==> src/rtl/regbank_pkg.sv <==
`default_nettype none
// +----------------------------------------------------------------------+
// | Module      : regbank_pkg                                            |
// | Description : Shared widths, command opcodes and FSM state encoding  |
// |               for the register-bank command master.                  |
// | Revision    : 1.0 - initial release                                  |
// +----------------------------------------------------------------------+
package regbank_pkg;

  localparam int RB_AW = 5;
  localparam int RB_DW = 32;

  typedef enum logic [1:0] {
    OP_READ2 = 2'b00,
    OP_WRITE = 2'b01,
    OP_FILL  = 2'b10,
    OP_COPY  = 2'b11
  } op_e;

  typedef enum logic [2:0] {
    ST_IDLE  = 3'd0,
    ST_READ  = 3'd1,
    ST_WRITE = 3'd2,
    ST_FILL  = 3'd3,
    ST_RESP  = 3'd4
  } state_e;

endpackage
`default_nettype wire

==> src/rtl/regbank_cmd_master.sv <==
`default_nettype none
// +----------------------------------------------------------------------+
// | Module      : regbank_cmd_master                                     |
// | Description : Accepts READ2/WRITE/FILL/COPY commands, sequences the  |
// |               register bank ports and returns one response each.     |
// | Revision    : 1.0 - initial release                                  |
// +----------------------------------------------------------------------+
module regbank_cmd_master
  import regbank_pkg::*;
#(
  parameter int AW = RB_AW,
  parameter int DW = RB_DW
) (
  input  logic          clk,
  input  logic          rst,
  input  logic          cmd_valid,
  output logic          cmd_ready,
  input  logic [1:0]    cmd_op,
  input  logic [AW-1:0] cmd_addr_a,
  input  logic [AW-1:0] cmd_addr_b,
  input  logic [DW-1:0] cmd_data,
  input  logic [AW-1:0] cmd_len,
  output logic          rsp_valid,
  input  logic          rsp_ready,
  output logic [DW-1:0] rsp_data_a,
  output logic [DW-1:0] rsp_data_b,
  output logic          rsp_err,
  output logic [AW-1:0] rb_sr1,
  output logic [AW-1:0] rb_sr2,
  output logic [AW-1:0] rb_dr,
  output logic          rb_wr,
  output logic [DW-1:0] rb_wrdata,
  input  logic [DW-1:0] rb_rddata1,
  input  logic [DW-1:0] rb_rddata2
);

  state_e        state_q, state_d;
  op_e           op_q, op_d;
  logic [AW-1:0] addr_a_q, addr_a_d;   // COPY destination, needed one cycle after accept
  logic [AW-1:0] cnt_q, cnt_d;         // FILL writes remaining after the current one
  logic          err_q, err_d;         // FILL destination wrapped past the top address
  logic [AW-1:0] sr1_q, sr1_d;
  logic [AW-1:0] sr2_q, sr2_d;
  logic [AW-1:0] dr_q, dr_d;
  logic          wr_q, wr_d;
  logic [DW-1:0] wrdata_q, wrdata_d;
  logic          rsp_valid_q, rsp_valid_d;
  logic [DW-1:0] rsp_a_q, rsp_a_d;
  logic [DW-1:0] rsp_b_q, rsp_b_d;
  logic          rsp_err_q, rsp_err_d;

  op_e           cmd_op_e;
  assign cmd_op_e = op_e'(cmd_op);

  // State register; reset aborts any command in flight
  always_ff @(posedge clk or posedge rst) begin
    if (rst) state_q <= ST_IDLE;
    else     state_q <= state_d;
  end

  // Next-state decode: one command at a time, response must drain before the next
  always_comb begin
    state_d = state_q;
    unique case (state_q)
      ST_IDLE: begin
        if (cmd_valid) begin
          unique case (cmd_op_e)
            OP_READ2: state_d = ST_READ;
            OP_WRITE: state_d = ST_WRITE;
            OP_FILL:  state_d = ST_FILL;
            OP_COPY:  state_d = ST_READ;
            default:  state_d = ST_IDLE;
          endcase
        end
      end
      ST_READ:  state_d = (op_q == OP_COPY) ? ST_WRITE : ST_RESP;
      ST_WRITE: state_d = ST_RESP;
      ST_FILL:  state_d = (cnt_q == '0) ? ST_RESP : ST_FILL;
      ST_RESP:  state_d = rsp_ready ? ST_IDLE : ST_RESP;
      default:  state_d = ST_IDLE;
    endcase
  end

  // Datapath next values: bank port drive, FILL stepping and response capture
  always_comb begin
    op_d        = op_q;
    addr_a_d    = addr_a_q;
    cnt_d       = cnt_q;
    err_d       = err_q;
    sr1_d       = sr1_q;
    sr2_d       = sr2_q;
    dr_d        = dr_q;
    wr_d        = wr_q;
    wrdata_d    = wrdata_q;
    rsp_valid_d = rsp_valid_q;
    rsp_a_d     = rsp_a_q;
    rsp_b_d     = rsp_b_q;
    rsp_err_d   = rsp_err_q;
    unique case (state_q)
      ST_IDLE: begin
        if (cmd_valid) begin
          op_d     = cmd_op_e;
          addr_a_d = cmd_addr_a;
          unique case (cmd_op_e)
            OP_READ2: begin
              sr1_d = cmd_addr_a;
              sr2_d = cmd_addr_b;
            end
            OP_WRITE: begin
              dr_d     = cmd_addr_a;
              wrdata_d = cmd_data;
              wr_d     = 1'b1;
            end
            OP_FILL: begin
              dr_d     = cmd_addr_a;
              wrdata_d = cmd_data;
              wr_d     = 1'b1;
              cnt_d    = cmd_len;
              err_d    = 1'b0;
            end
            OP_COPY: begin
              sr2_d = cmd_addr_b;
            end
            default: ;
          endcase
        end
      end
      ST_READ: begin
        if (op_q == OP_COPY) begin
          // Bank read is combinational, so the source value is valid this cycle
          dr_d     = addr_a_q;
          wrdata_d = rb_rddata2;
          wr_d     = 1'b1;
        end else begin
          rsp_a_d     = rb_rddata1;
          rsp_b_d     = rb_rddata2;
          rsp_err_d   = 1'b0;
          rsp_valid_d = 1'b1;
        end
      end
      ST_WRITE: begin
        wr_d        = 1'b0;
        rsp_a_d     = wrdata_q;
        rsp_b_d     = '0;
        rsp_err_d   = 1'b0;
        rsp_valid_d = 1'b1;
      end
      ST_FILL: begin
        if (cnt_q != '0) begin
          dr_d     = dr_q + AW'(1);
          wrdata_d = wrdata_q + DW'(1);
          cnt_d    = cnt_q - AW'(1);
          // Stepping off the top address means the fill range wrapped
          if (dr_q == {AW{1'b1}}) err_d = 1'b1;
        end else begin
          wr_d        = 1'b0;
          rsp_a_d     = wrdata_q;
          rsp_b_d     = '0;
          rsp_err_d   = err_q;
          rsp_valid_d = 1'b1;
        end
      end
      ST_RESP: begin
        if (rsp_ready) rsp_valid_d = 1'b0;
      end
      default: ;
    endcase
  end

  // Datapath registers; rb_wr drops the instant reset asserts
  always_ff @(posedge clk or posedge rst) begin
    if (rst) begin
      op_q        <= OP_READ2;
      addr_a_q    <= '0;
      cnt_q       <= '0;
      err_q       <= 1'b0;
      sr1_q       <= '0;
      sr2_q       <= '0;
      dr_q        <= '0;
      wr_q        <= 1'b0;
      wrdata_q    <= '0;
      rsp_valid_q <= 1'b0;
      rsp_a_q     <= '0;
      rsp_b_q     <= '0;
      rsp_err_q   <= 1'b0;
    end else begin
      op_q        <= op_d;
      addr_a_q    <= addr_a_d;
      cnt_q       <= cnt_d;
      err_q       <= err_d;
      sr1_q       <= sr1_d;
      sr2_q       <= sr2_d;
      dr_q        <= dr_d;
      wr_q        <= wr_d;
      wrdata_q    <= wrdata_d;
      rsp_valid_q <= rsp_valid_d;
      rsp_a_q     <= rsp_a_d;
      rsp_b_q     <= rsp_b_d;
      rsp_err_q   <= rsp_err_d;
    end
  end

  assign cmd_ready  = (state_q == ST_IDLE);
  assign rsp_valid  = rsp_valid_q;
  assign rsp_data_a = rsp_a_q;
  assign rsp_data_b = rsp_b_q;
  assign rsp_err    = rsp_err_q;
  assign rb_sr1     = sr1_q;
  assign rb_sr2     = sr2_q;
  assign rb_dr      = dr_q;
  assign rb_wr      = wr_q;
  assign rb_wrdata  = wrdata_q;

endmodule
`default_nettype wire
==> config.mk <==
export PLATFORM = sky130hd
export DESIGN_NAME = regbank_cmd_master
export DESIGN_NICKNAME = d
export VERILOG_FILES = /design/src/rtl/regbank_pkg.sv /design/src/rtl/regbank_cmd_master.sv
export SDC_FILE = /design/constraint.sdc
export NUM_CORES = 1
export LEC_CHECK = 0
export BUFFER_PORTS_ARGS = -buffer_cell sky130_fd_sc_hd__buf_2
export CAP_MARGIN = 20
export CORE_MARGIN = 1.5
export CORE_UTILIZATION = 30
export CTS_CLUSTER_DIAMETER = 120
export DETAILED_ROUTE_END_ITERATION = 16
export MAX_ROUTING_LAYER = met4
export SYNTH_ARGS = -nofsm -noshare
export SYNTH_HDL_FRONTEND = slang
export SYNTH_SLANG_ARGS = --single-unit
==> constraint.sdc <==
create_clock -name clk -period 6.1 [get_ports clk]
set_clock_uncertainty 0.2 [all_clocks]
set_input_delay 0 -clock clk [delete_from_list [all_inputs] [get_ports clk]]
set_output_delay 0 -clock clk [all_outputs]
set_load 0.02 [all_outputs]
Word level (Yosys, flattened, before mapping)
Cells that the tools add are included. Widths: inputs -> output; s select.

Flip-flop bits (word level): 130. Bits of input ports: 117.

Equality and inequality tests: 18. Reductions and logical operators: 20. Mux-type cells: 43. Add/sub/neg operators: 3.

Operators by type and width (number): $pmux 32 s3 (3); $mux 32 (8); $mux 5 (7); $add 32x1->32 const B (1); $ne 2x2->1 const B (8); $pmux 3 s5 (1); $pmux 5 s3 (1); $reduce_and 5->1 (3); $mux 1 (13); $mux 3 (4); $pmux 5 s2 (1); $pmux 3 s3 (1); $reduce_and 3->1 (3); $pmux 1 s4 (2); $reduce_and 4->1 (2); $reduce_bool 4->1 (2); $eq 2x2->1 const B (3); $eq 3x2->1 const B (2); $reduce_bool 3->1 (2); $add 5x1->5 const B (1); $eq 5x5->1 const B (1); $logic_not 5->1 (1); $reduce_bool 5->1 (1); $sub 5x1->5 const B (1); 11 further kinds (12).

Logic depth before layout (Yosys ltp)
Gate-level depths: netlist of run 1.

Depth after elaboration: 5. Mapped depth: 12.

Least setup slack after synthesis of run 1
No wires, ideal clock.

Path kind: register -> register. Start: reg wrdata_q[1] (netlist: rb_wrdata[1]). End: reg wrdata_q[22] (netlist: rb_wrdata[22]). Cell stages (with the launch flop): 8. Arrival: 2.104 ns. Required time: 5.823 ns. Buffers on the path: 0. Path slack: 3.718 ns. Cells stage by stage: dfrtp_1 ha_1 nand3_1 or2_4 or4_4 xor2_1 a21o_1 a21oi_1.

Longest elaborated chain between the ends: 3.

Ends and longest elaborated chain: start, declared (RTL line regbank_cmd_master.sv:46) `logic [DW-1:0] wrdata_q, wrdata_d;`; start signal, assigned (RTL line regbank_cmd_master.sv:195) `wrdata_q <= wrdata_d;`; $add 32x1->32 (RTL line regbank_cmd_master.sv:151) `wrdata_d = wrdata_q + DW'(1);`; $mux 32 (RTL line regbank_cmd_master.sv:149) `if (cnt_q != '0) begin`; $pmux 32 s3 (RTL line regbank_cmd_master.sv:99) `unique case (state_q)`.

Every way passes these cells. The select of a mux whose other input is x is not followed. A chain may end at the register's enable or synchronous reset.

Final worst setup path of run 1
Start: reg state_q[1]. End: reg wrdata_q[27] (netlist: rb_wrdata[27]).

Longest elaborated chain between the ends: 3. Elaborated cells between the ends (all ways): 10. Those cells by class: eq/ne (6); mux (1); reduce/logical (3).

Ends and longest elaborated chain: start, declared (RTL line regbank_cmd_master.sv:37) `state_e state_q, state_d;`; start signal, assigned (RTL line regbank_cmd_master.sv:58) `else state_q <= state_d;`; $eq 3x1->1, or another cell as far along (RTL line regbank_cmd_master.sv:99); $ne 2x2->1 (no source line) or $reduce_bool 3->1 (tied branches); $reduce_and 5->1 (no source line).

Parallel ways exist; a longest one is shown, timed or not.

==> results of run 1 <==
==> per-stage QoR <==
step | util | instance area (um2) | hold slack, ns | total power, mW | setup WS, ns
final | 0.4555 | 9910 | 0.01293 | 5.196 | 2.395
after global routing | 0.4555 | 9910 | 0.08952 | 5.551 | 2.189
after CTS | 0.4555 | 9910 | 0.03164 | 5.207 | 2.460
after detailed placement | 0.3666 | 7975 | -0.06588 | 3.987 | 2.857
after global placement | 0.3666 | 7975 | -0.07269 | 3.951 | 2.964
after floorplan | - | 6618 | -0.06731 | 3.189 | 2.431
==> layer usage <==
metal / vias up / global-route usage / share of wire
met5: - / - / 0
met4: 0 / 0.1111 / 0.038
met3: 66 / 0.04671 / 0.059
met2: 276 / 0.3361 / 0.47
met1: 3236 / 0.2666 / 0.43
li1: 3231 / - / -
==> layout by cell type, fill, tap and decap left out, types with 10 or more instances in the layout <==
master	Yosys	routed
sky130_fd_sc_hd__inv_1	11	10
sky130_fd_sc_hd__nand2_1	120	120
sky130_fd_sc_hd__mux2i_1	34	34
sky130_fd_sc_hd__dlygate4sd3_1	0	131
sky130_fd_sc_hd__o21ai_0	72	72
sky130_fd_sc_hd__buf_2	18	231
sky130_fd_sc_hd__dfrtp_1	130	130
sky130_fd_sc_hd__mux2_2	17	17
sky130_fd_sc_hd__nor2_1	42	41
sky130_fd_sc_hd__a21oi_1	53	53
sky130_fd_sc_hd__nand3_1	56	56
sky130_fd_sc_hd__clkbuf_16	0	17
==> worst max-delay path: stages, from the launching register on <==
cell,delay (ns)
sky130_fd_sc_hd__dfrtp_1,0.52
sky130_fd_sc_hd__buf_4,0.45
sky130_fd_sc_hd__nand3b_1,0.69
sky130_fd_sc_hd__nand2_1,0.45
sky130_fd_sc_hd__nor2_1,0.25
sky130_fd_sc_hd__a222oi_1,0.36
sky130_fd_sc_hd__dlygate4sd3_1,0.59
sky130_fd_sc_hd__o21ai_0,0.07
==> final timing paths <==
path,startpoint,end,slack (ns),cells after the start
max,state_q[1]$_DFFE_PP0P_,rb_wrdata[27]$_DFFE_PP0P_,2.39,7
min,rst,rsp_data_a[7]$_DFFE_PP0P_,0.01,3
max reg2reg,state_q[1]$_DFFE_PP0P_,rb_wrdata[27]$_DFFE_PP0P_,2.39,7
min reg2reg,rsp_data_b[30]$_DFFE_PP0P_,rsp_data_b[30]$_DFFE_PP0P_,0.26,2
max in group asynchronous,rst,cnt_q[0]$_DFFE_PP0P_,4.30,4
min in group clk,cmd_addr_b[4],rb_sr2[4]$_DFFE_PP0P_,0.14,3
==> kinds of logic (layout without fill, tap and decap cells) <==
logic type / after synthesis / after routing / share of synthesized area
and+or+nand+nor: 272 / 272 / 0.1940
buffers and inverters: 63 / 412 / 0.04103
adders and majority gates: 7 / 7 / 0.01323
DFF: 130 / 130 / 0.4916
muxes: 51 / 51 / 0.08036
AOI/OAI and AO/OA: 182 / 182 / 0.1626
xor gates and xnor gates: 13 / 13 / 0.01721
==> power by group through the flow <==
| stage | Sequential [mW] | Combinational [mW] | Clock, mW |
|---|---|---|---|
| after floorplan | 2.02 | 1.17 | 0 |
| after global placement | 1.68 | 2.27 | 0 |
| after detailed placement | 1.69 | 2.29 | 0 |
| after CTS | 1.68 | 2.43 | 1.10 |
| after global routing | 1.75 | 2.67 | 1.13 |
| final | 1.69 | 2.43 | 1.08 |
==> what timing repair did <==
item,in CTS,in global routing
gates resized for setup,0,0
endpoints found under the hold margin,188,0
hold buffers,131,0
==> sequential cells by signal (all words and copies together), names as in the netlist <==
signal / count
rb_wrdata: 32
rsp_data_a: 32
rsp_data_b: 32
addr_a_q: 5
cnt_q: 5
rb_dr: 5
rb_sr1: 5
rb_sr2: 5
state_q: 3
op_q: 2
err_q: 1
rb_wr: 1
rsp_err: 1
rsp_valid: 1
==> final cells by class <==
| type | count | area share |
|---|---|---|
| Sequential cell | 130 | 0.3283 |
| Timing Repair Buffer | 368 | 0.2535 |
| Inverter | 12 | 0.005051 |
| Clock buffer | 20 | 0.04710 |
| Tap cell | 280 | 0.03535 |
| Clock inverter | 12 | 0.01578 |
| Multi-Input combinational cell | 525 | 0.3149 |
==> reports/results.tsv, run 1 <==
stage	metric	value	unit
timing	total of endpoints with negative setup slack in the final report	0	
final_layout	final standard cell count with taps included and fillers excluded	1347	
logic_synthesis	Cell Area, Synth	0.006618	mm2
detailed_routing	Via-to-Cell Ratio	5.055	
clock_tree	TritonCTS Sinks	130	
critical_path	arrival time worst endpoint	3.80	ns
floorplanning	width of the die	151.5	um
final_layout	share of cells above drive strength 1	0.2858	
critical_path	category of the worst setup path capture point	flip-flop	
logic_synthesis	per-instance average area after synthesis	9.217	um2
global_route	GRT Overall Usage	0.2168	
clock_tree	number of buffers between clock root and the deepest sink	2	
final_layout	total of fill cells in the finished design	2086	
placed_design	global placer's final weighted congestion	0.8520	
detailed_routing	number of design rule violations left after detail routing	0	
logic_synthesis	register bit total from synthesis	130	
logic_synthesis	number of distinct library cell variants in the gate-level netlist after synthesis	51	
final_layout	net count of the finished layout	1178	
detailed_routing	vias after detailed routing	6809	
final_layout	final antenna diode count	0	
timing	setup repair after global routing missed its margin	no	
placed_design	hpwl dp	16440	um
timing	fraction of the cycle the final worst path needs	0.6074	
clock_tree	clock tree from TritonCTS	done	
flow_run	max capacitance violation total	0	
power	switching power of the nets	2.330	mW
power	clock network power share	0.208	
logic_synthesis	async set or reset register ratio after synthesis	1.000	
placed_design	number of placed cells counting well taps	1184	
timing	measured slew at the worst slew-check pin	1.006	ns
critical_path	startpoint kind of the worst setup timing path	flip-flop	
timing	Hold Vio Cnt, Final	0	
power	power per standard cell area	524.3	mW/mm2
logic_synthesis	share of the synthesized area in the top cell type	0.4916	
detailed_routing	post-route antenna net violation count	0	
floorplanning	placement row count	54	
critical_path	Crit Path Category	flip-flop to flip-flop	
logic_synthesis	synth warn	0	
floorplanning	starting density of the core	0.3042	
clock_tree	H-tree levels	4	
timing	Max Transition Viols Final	0	
min_path	Hold WC Path Type	input pin to asynchronous set/reset pin	
clock_tree	post-CTS setup buffers	0	
power	Comb power frac	0.467	
logic_synthesis	top cell type by total area after synthesis	sky130_fd_sc_hd__dfrtp_1	
logic_synthesis	most frequently used cell type in the post-synthesis netlist	sky130_fd_sc_hd__dfrtp_1	
global_route	leftover overflow at the end of global routing	0	
clock_tree	CTS buffer count	17	
clock_tree	clock slew at the register clock pins of the worst setup and hold paths	0.06	ns
clock_tree	buffer type at the clock tree root	sky130_fd_sc_hd__clkbuf_16	
power	switching portion of total power	0.4485	
logic_synthesis	ranking of synthesized cells by instance count	sky130_fd_sc_hd__dfrtp_1 (130), sky130_fd_sc_hd__nand2_1 (120), sky130_fd_sc_hd__o21ai_0 (72)	
detailed_routing	detailed router's first-iteration violation count	495	
logic_synthesis	Post-Synthesis Net Count	842	
floorplanning	Die Span Y	151.5	um
critical_path	critical path fanouts, max	40	
logic_synthesis	EDFF count, synth	0	
detailed_routing	wire length reported by the detailed router	24380	um
logic_synthesis	instance count of the mapped netlist	718	
power	highest ir drop seen on vdd	275.3	uV
final_layout	multi-input logic area	0.003120	mm2
logic_synthesis	Seq/Total Area, Yosys	0.4916	
global_route	first-pass GRT wire length	36400	um
global_route	initial antenna violation count	0	
logic_synthesis	flip-flop cell with the highest count after synthesis	sky130_fd_sc_hd__dfrtp_1	
floorplanning	placeable core region	0.02176	mm2
final_layout	area added between synthesis and finish	49.74	%
timing	final total negative setup slack	0	ns
power	Internal Dissipation	2.866	mW
global_route	pin count of the biggest net entering global routing	99	
detailed_routing	Routed wire per std cell	18.10	um
power	Pleak	4.782	nW
final_layout	area used by sequential logic in the layout	0.003253	mm2
global_route	vias in the first global route	6632	
clock_tree	clock latency on the worst-skew pair	0.42	ns
timing	Fmax	0.2699	GHz
run_status	outcome	completed	
timing	min cycle time layout	3.705	ns
floorplanning	Total Die Area	0.02296	mm2
timing	Max-Slew Margin vs Limit	0.3287	
floorplanning	boundary pin count	232	
logic_synthesis	Area contributors post-synth	sky130_fd_sc_hd__dfrtp_1 (49%), sky130_fd_sc_hd__nand2_1 (6.8%), sky130_fd_sc_hd__o21ai_0 (5.4%)	
placed_design	number of input and output port buffers inserted	231	
power	sequential power share	0.325	
critical_path	critical path required time	6.19	ns
detailed_routing	iteration count of the initial detailed-routing pass	5	
(Power assumes the default switching activity.)
==> inputs of run 2 (changes only) <==
--- a/config.mk
+++ b/config.mk
@@ -5,6 +5,7 @@
 export SDC_FILE = /design/constraint.sdc
 export NUM_CORES = 1
 export LEC_CHECK = 0
+export ABC_AREA = 1
 export BUFFER_PORTS_ARGS = -buffer_cell sky130_fd_sc_hd__buf_2
 export CAP_MARGIN = 20
 export CORE_MARGIN = 1.5
==> constraint.sdc (replaced) <==
create_clock -name clk -period 3.9 [get_ports clk]
set_clock_uncertainty 0.2 [all_clocks]
set_input_delay 0 -clock clk [delete_from_list [all_inputs] [get_ports clk]]
set_output_delay 0 -clock clk [all_outputs]
set_load 0.02 [all_outputs]
==> reports/results.tsv, run 2 <==
stage	metric	value	unit	change
run_status	outcome	completed		unchanged
final_layout	commonest non-fill, non-tap cell in the layout	sky130_fd_sc_hd__nand2_1		was sky130_fd_sc_hd__buf_2
timing	Hold WS	0.05590	ns	was 0.01293 ns
power	switching power of the nets	3.963	mW	was 2.330 mW
logic_synthesis	ranking of synthesized cells by instance count	sky130_fd_sc_hd__nand2_1 (362), sky130_fd_sc_hd__dfrtp_1 (130), sky130_fd_sc_hd__nor2_1 (118)		was sky130_fd_sc_hd__dfrtp_1 (130), sky130_fd_sc_hd__nand2_1 (120), sky130_fd_sc_hd__o21ai_0 (72)
detailed_routing	iteration count of the initial detailed-routing pass	6		was 5
critical_path	Worst R2R Setup Slack	1.02	ns	was 2.39 ns
global_route	leftover overflow at the end of global routing	0		unchanged
power	Comb power frac	0.473		was 0.467
clock_tree	CTS buffer count	17		unchanged
power	Internal Dissipation	4.514	mW	was 2.866 mW
placed_design	number of placed cells counting well taps	1483		was 1184
clock_tree	post-CTS setup buffers	0		unchanged
clock_tree	number of buffers between clock root and the deepest sink	2		unchanged
global_route	initial antenna violation count	0		unchanged
detailed_routing	Via-to-Cell Ratio	4.686		was 5.055
logic_synthesis	EDFF count, synth	0		unchanged
placed_design	hpwl dp	17230	um	was 16440 um
floorplanning	width of the die	156.5	um	was 151.5 um
logic_synthesis	synthesized-area fraction occupied by and/or/nand/nor cells	0.3186		was 0.1940
logic_synthesis	instance count of the mapped netlist	974		was 718
power	Pleak	5.064	nW	was 4.782 nW
floorplanning	placeable core region	0.02292	mm2	was 0.02176 mm2
detailed_routing	detailed router's first-iteration violation count	494		was 495
final_layout	share of cells above drive strength 1	0.2303		was 0.2858
critical_path	Worst Path Buf+Inv	3		was 2
detailed_routing	number of design rule violations left after detail routing	0		unchanged
floorplanning	starting density of the core	0.3086		was 0.3042
timing	Max Transition Viols Final	0		unchanged
logic_synthesis	Seq/Total Area, Yosys	0.4600		was 0.4916
logic_synthesis	number of distinct library cell variants in the gate-level netlist after synthesis	43		was 51
clock_tree	TritonCTS Sinks	130		unchanged
clock_tree	clock latency on the worst-skew pair	0.42	ns	about the same
timing	Hold Vio Cnt, Final	0		unchanged
power	sequential power share	0.314		was 0.325
timing	min cycle time layout	2.882	ns	was 3.705 ns
floorplanning	Die Span Y	156.5	um	was 151.5 um
global_route	vias in the first global route	7199		was 6632
logic_synthesis	flip-flop cell with the highest count after synthesis	sky130_fd_sc_hd__dfrtp_1		unchanged
timing	fraction of the cycle the final worst path needs	0.7389		was 0.6074
critical_path	worst stage delay on the critical path	0.50	ns	was 0.69 ns
logic_synthesis	synth warn	0		unchanged
final_layout	Layout Cell Area excl Fill	0.01032	mm2	was 0.009910 mm2
detailed_routing	Routed wire per std cell	15.14	um	was 18.10 um
timing	Max-Slew Margin vs Limit	0.4640		was 0.3287
logic_synthesis	register bit total from synthesis	130		unchanged
logic_synthesis	area share of fa/ha/maj cells after synthesis	0.01238		was 0.01324
logic_synthesis	area share of xor/xnor cells in the synthesized design	0.003715		was 0.01721
logic_synthesis	top cell type by total area after synthesis	sky130_fd_sc_hd__dfrtp_1		unchanged
logic_synthesis	share of the synthesized area in the top cell type	0.4600		was 0.4916
clock_tree	clock slew at the register clock pins of the worst setup and hold paths	0.07	ns	was 0.06 ns
logic_synthesis	compound-cell area share of the yosys netlist	0.1316		was 0.1626
final_layout	Finished Core Util	0.4502		was 0.4555
final_layout	area added between synthesis and finish	45.90	%	was 49.74%
final_layout	top library cells by usage in the layout, fill and taps aside	sky130_fd_sc_hd__nand2_1 (362), sky130_fd_sc_hd__buf_2 (231), sky130_fd_sc_hd__dfrtp_1 (130)		was sky130_fd_sc_hd__buf_2 (231), sky130_fd_sc_hd__dlygate4sd3_1 (131), sky130_fd_sc_hd__dfrtp_1 (130)
critical_path	critical path required time	4.03	ns	was 6.19 ns
final_layout	net count of the finished layout	1431		was 1178
final_layout	final antenna diode count	0		unchanged
logic_synthesis	per-instance average area after synthesis	7.261	um2	was 9.217 um2
critical_path	Crit Path Category	flip-flop to flip-flop		unchanged
flow_run	max capacitance violation total	0		unchanged
critical_path	Slowest-stage cell, CP	sky130_fd_sc_hd__nand2_2		was sky130_fd_sc_hd__nand3b_1
detailed_routing	post-route antenna net violation count	0		unchanged
clock_tree	buffer type at the clock tree root	sky130_fd_sc_hd__clkbuf_16		unchanged
detailed_routing	wire length reported by the detailed router	24720	um	was 24380 um
logic_synthesis	async set or reset register ratio after synthesis	1.000		unchanged
min_path	Hold WC Path Type	input pin to asynchronous set/reset pin		unchanged
global_route	pin count of the biggest net entering global routing	83		was 99
power	clock network power share	0.213		was 0.208
critical_path	startpoint kind of the worst setup timing path	flip-flop		unchanged
floorplanning	placement row count	55		was 54
logic_synthesis	Cell Area, Synth	0.007072	mm2	was 0.006618 mm2
power	power per standard cell area	821.6	mW/mm2	was 524.3 mW/mm2
clock_tree	clock tree from TritonCTS	done		unchanged
logic_synthesis	Area contributors post-synth	sky130_fd_sc_hd__dfrtp_1 (46%), sky130_fd_sc_hd__nand2_1 (19%), sky130_fd_sc_hd__nor2_1 (6.3%)		was sky130_fd_sc_hd__dfrtp_1 (49%), sky130_fd_sc_hd__nand2_1 (6.8%), sky130_fd_sc_hd__o21ai_0 (5.4%)
detailed_routing	vias after detailed routing	7653		was 6809
logic_synthesis	combinational family with the most area after synthesis	simple AND/OR/NAND/NOR gates		unchanged
timing	setup repair after global routing missed its margin	no		unchanged
clock_tree	H-tree levels	4		unchanged
critical_path	kind of cell adding the most delay to the critical path	simple AND/OR/NAND/NOR gates		unchanged
placed_design	placed cell area	0.008476	mm2	was 0.007975 mm2
critical_path	cells along the critical path	inv_2 -> nand2_2 -> nor2_4 -> nand2_2 -> nand3_2 -> inv_2 -> buf_4 -> nor2_1 -> a31oi_1		was buf_4 -> nand3b_1 -> nand2_1 -> nor2_1 -> a222oi_1 -> dlygate4sd3_1 -> o21ai_0
critical_path	arrival time worst endpoint	3.01	ns	was 3.80 ns
power	switching portion of total power	0.4675		was 0.4485
logic_synthesis	Post-Synthesis Net Count	1098		was 842
floorplanning	boundary pin count	232		unchanged
floorplanning	Total Die Area	0.02450	mm2	was 0.02296 mm2
placed_design	global placer's final weighted congestion	0.8690		was 0.8520
final_layout	final standard cell count with taps included and fillers excluded	1633		was 1347
logic_synthesis	post-synthesis mux area share	0.004777		was 0.08036
placed_design	number of input and output port buffers inserted	231		unchanged
power	highest ir drop seen on vdd	322.6	uV	was 275.3 uV
critical_path	category of the worst setup path capture point	flip-flop		unchanged
global_route	GRT Overall Usage	0.2089		was 0.2168
timing	Fmax	0.3470	GHz	was 0.2699 GHz
timing	measured slew at the worst slew-check pin	0.8041	ns	was 1.006 ns
critical_path	critical path fanouts, max	34		was 40
global_route	first-pass GRT wire length	38300	um	was 36400 um
logic_synthesis	most frequently used cell type in the post-synthesis netlist	sky130_fd_sc_hd__nand2_1		was sky130_fd_sc_hd__dfrtp_1
timing	final total negative setup slack	0	ns	unchanged
timing	total of endpoints with negative setup slack in the final report	0		unchanged
run 2: worst register-to-register path, stage by stage (launching register included):
cell                      delay [ns]
sky130_fd_sc_hd__dfrtp_1        0.47
sky130_fd_sc_hd__inv_2          0.10
sky130_fd_sc_hd__nand2_2        0.50
sky130_fd_sc_hd__nor2_4         0.14
sky130_fd_sc_hd__nand2_2        0.19
sky130_fd_sc_hd__nand3_2        0.11
sky130_fd_sc_hd__inv_2          0.40
sky130_fd_sc_hd__buf_4          0.43
sky130_fd_sc_hd__nor2_1         0.09
sky130_fd_sc_hd__a31oi_1        0.17
run 2: timing repair:
action | CTS | global route
hold buffers | 118 | 0
hold endpoints to repair | 207 | 0
resized for setup | 0 | 0
run 2: area by class of cell:
type                       count  area [um2]
fill                        2278       12600
multi-input combinational    734        3339
sequential                   130        3253
timing repair buffer         358        2417
clock buffer                  19       452.9
tap                          313       391.6
inverter                      66       255.2
clock inverter                13       207.7
run 2: kinds of logic after synthesis:
kind of cell    Yosys count
flops                   130
mux                       3
compound gates          165
simple gates            556
buf+inv                 110
xor+xnor                  3
fa+ha+maj                 7
run 2: worst paths after layout:
check | from | to | depth (start not counted)
setup / recovery | state_q[2]$_DFFE_PP0P_ | rsp_data_a[27]$_DFFE_PP0P_ | 9
hold / removal | rst | rb_wr$_DFFE_PP0P_ | 3
setup reg to reg | state_q[2]$_DFFE_PP0P_ | rsp_data_a[27]$_DFFE_PP0P_ | 9
hold reg to reg | rsp_data_b[21]$_DFFE_PP0P_ | rsp_data_b[21]$_DFFE_PP0P_ | 2
max in group asynchronous | rst | op_q[0]$_DFFE_PP0P_ | 4
min in group clk | cmd_addr_b[4] | rb_sr2[4]$_DFFE_PP0P_ | 4
run 2: stage by stage:
stage               power [mW]  worst slack (ns)
detailed placement       6.575             1.049
finish                   8.477             1.018
floorplan                5.308            0.2307
global route             9.108            0.7175
global placement         6.488             1.140
CTS                      8.516             1.021
run 2: power groups by stage:
stage          Clock (mW)  Combinational [mW]  Sequential, mW
3_5_place_dp            0                3.90            2.67
5_1_grt              1.90                4.47            2.75
2_1_floorplan           0                2.12            3.19
6_report             1.81                4.01            2.66
4_1_cts              1.84                4.02            2.65
3_3_place_gp            0                3.82            2.67
run 2: layer usage:
layer,track usage,part of all wire,up-vias
li1,-,-,3806
met3,0.03794,0.049,35
met2,0.3147,0.46,252
met5,-,0,-
met4,0.07438,0.023,0
met1,0.2809,0.47,3560
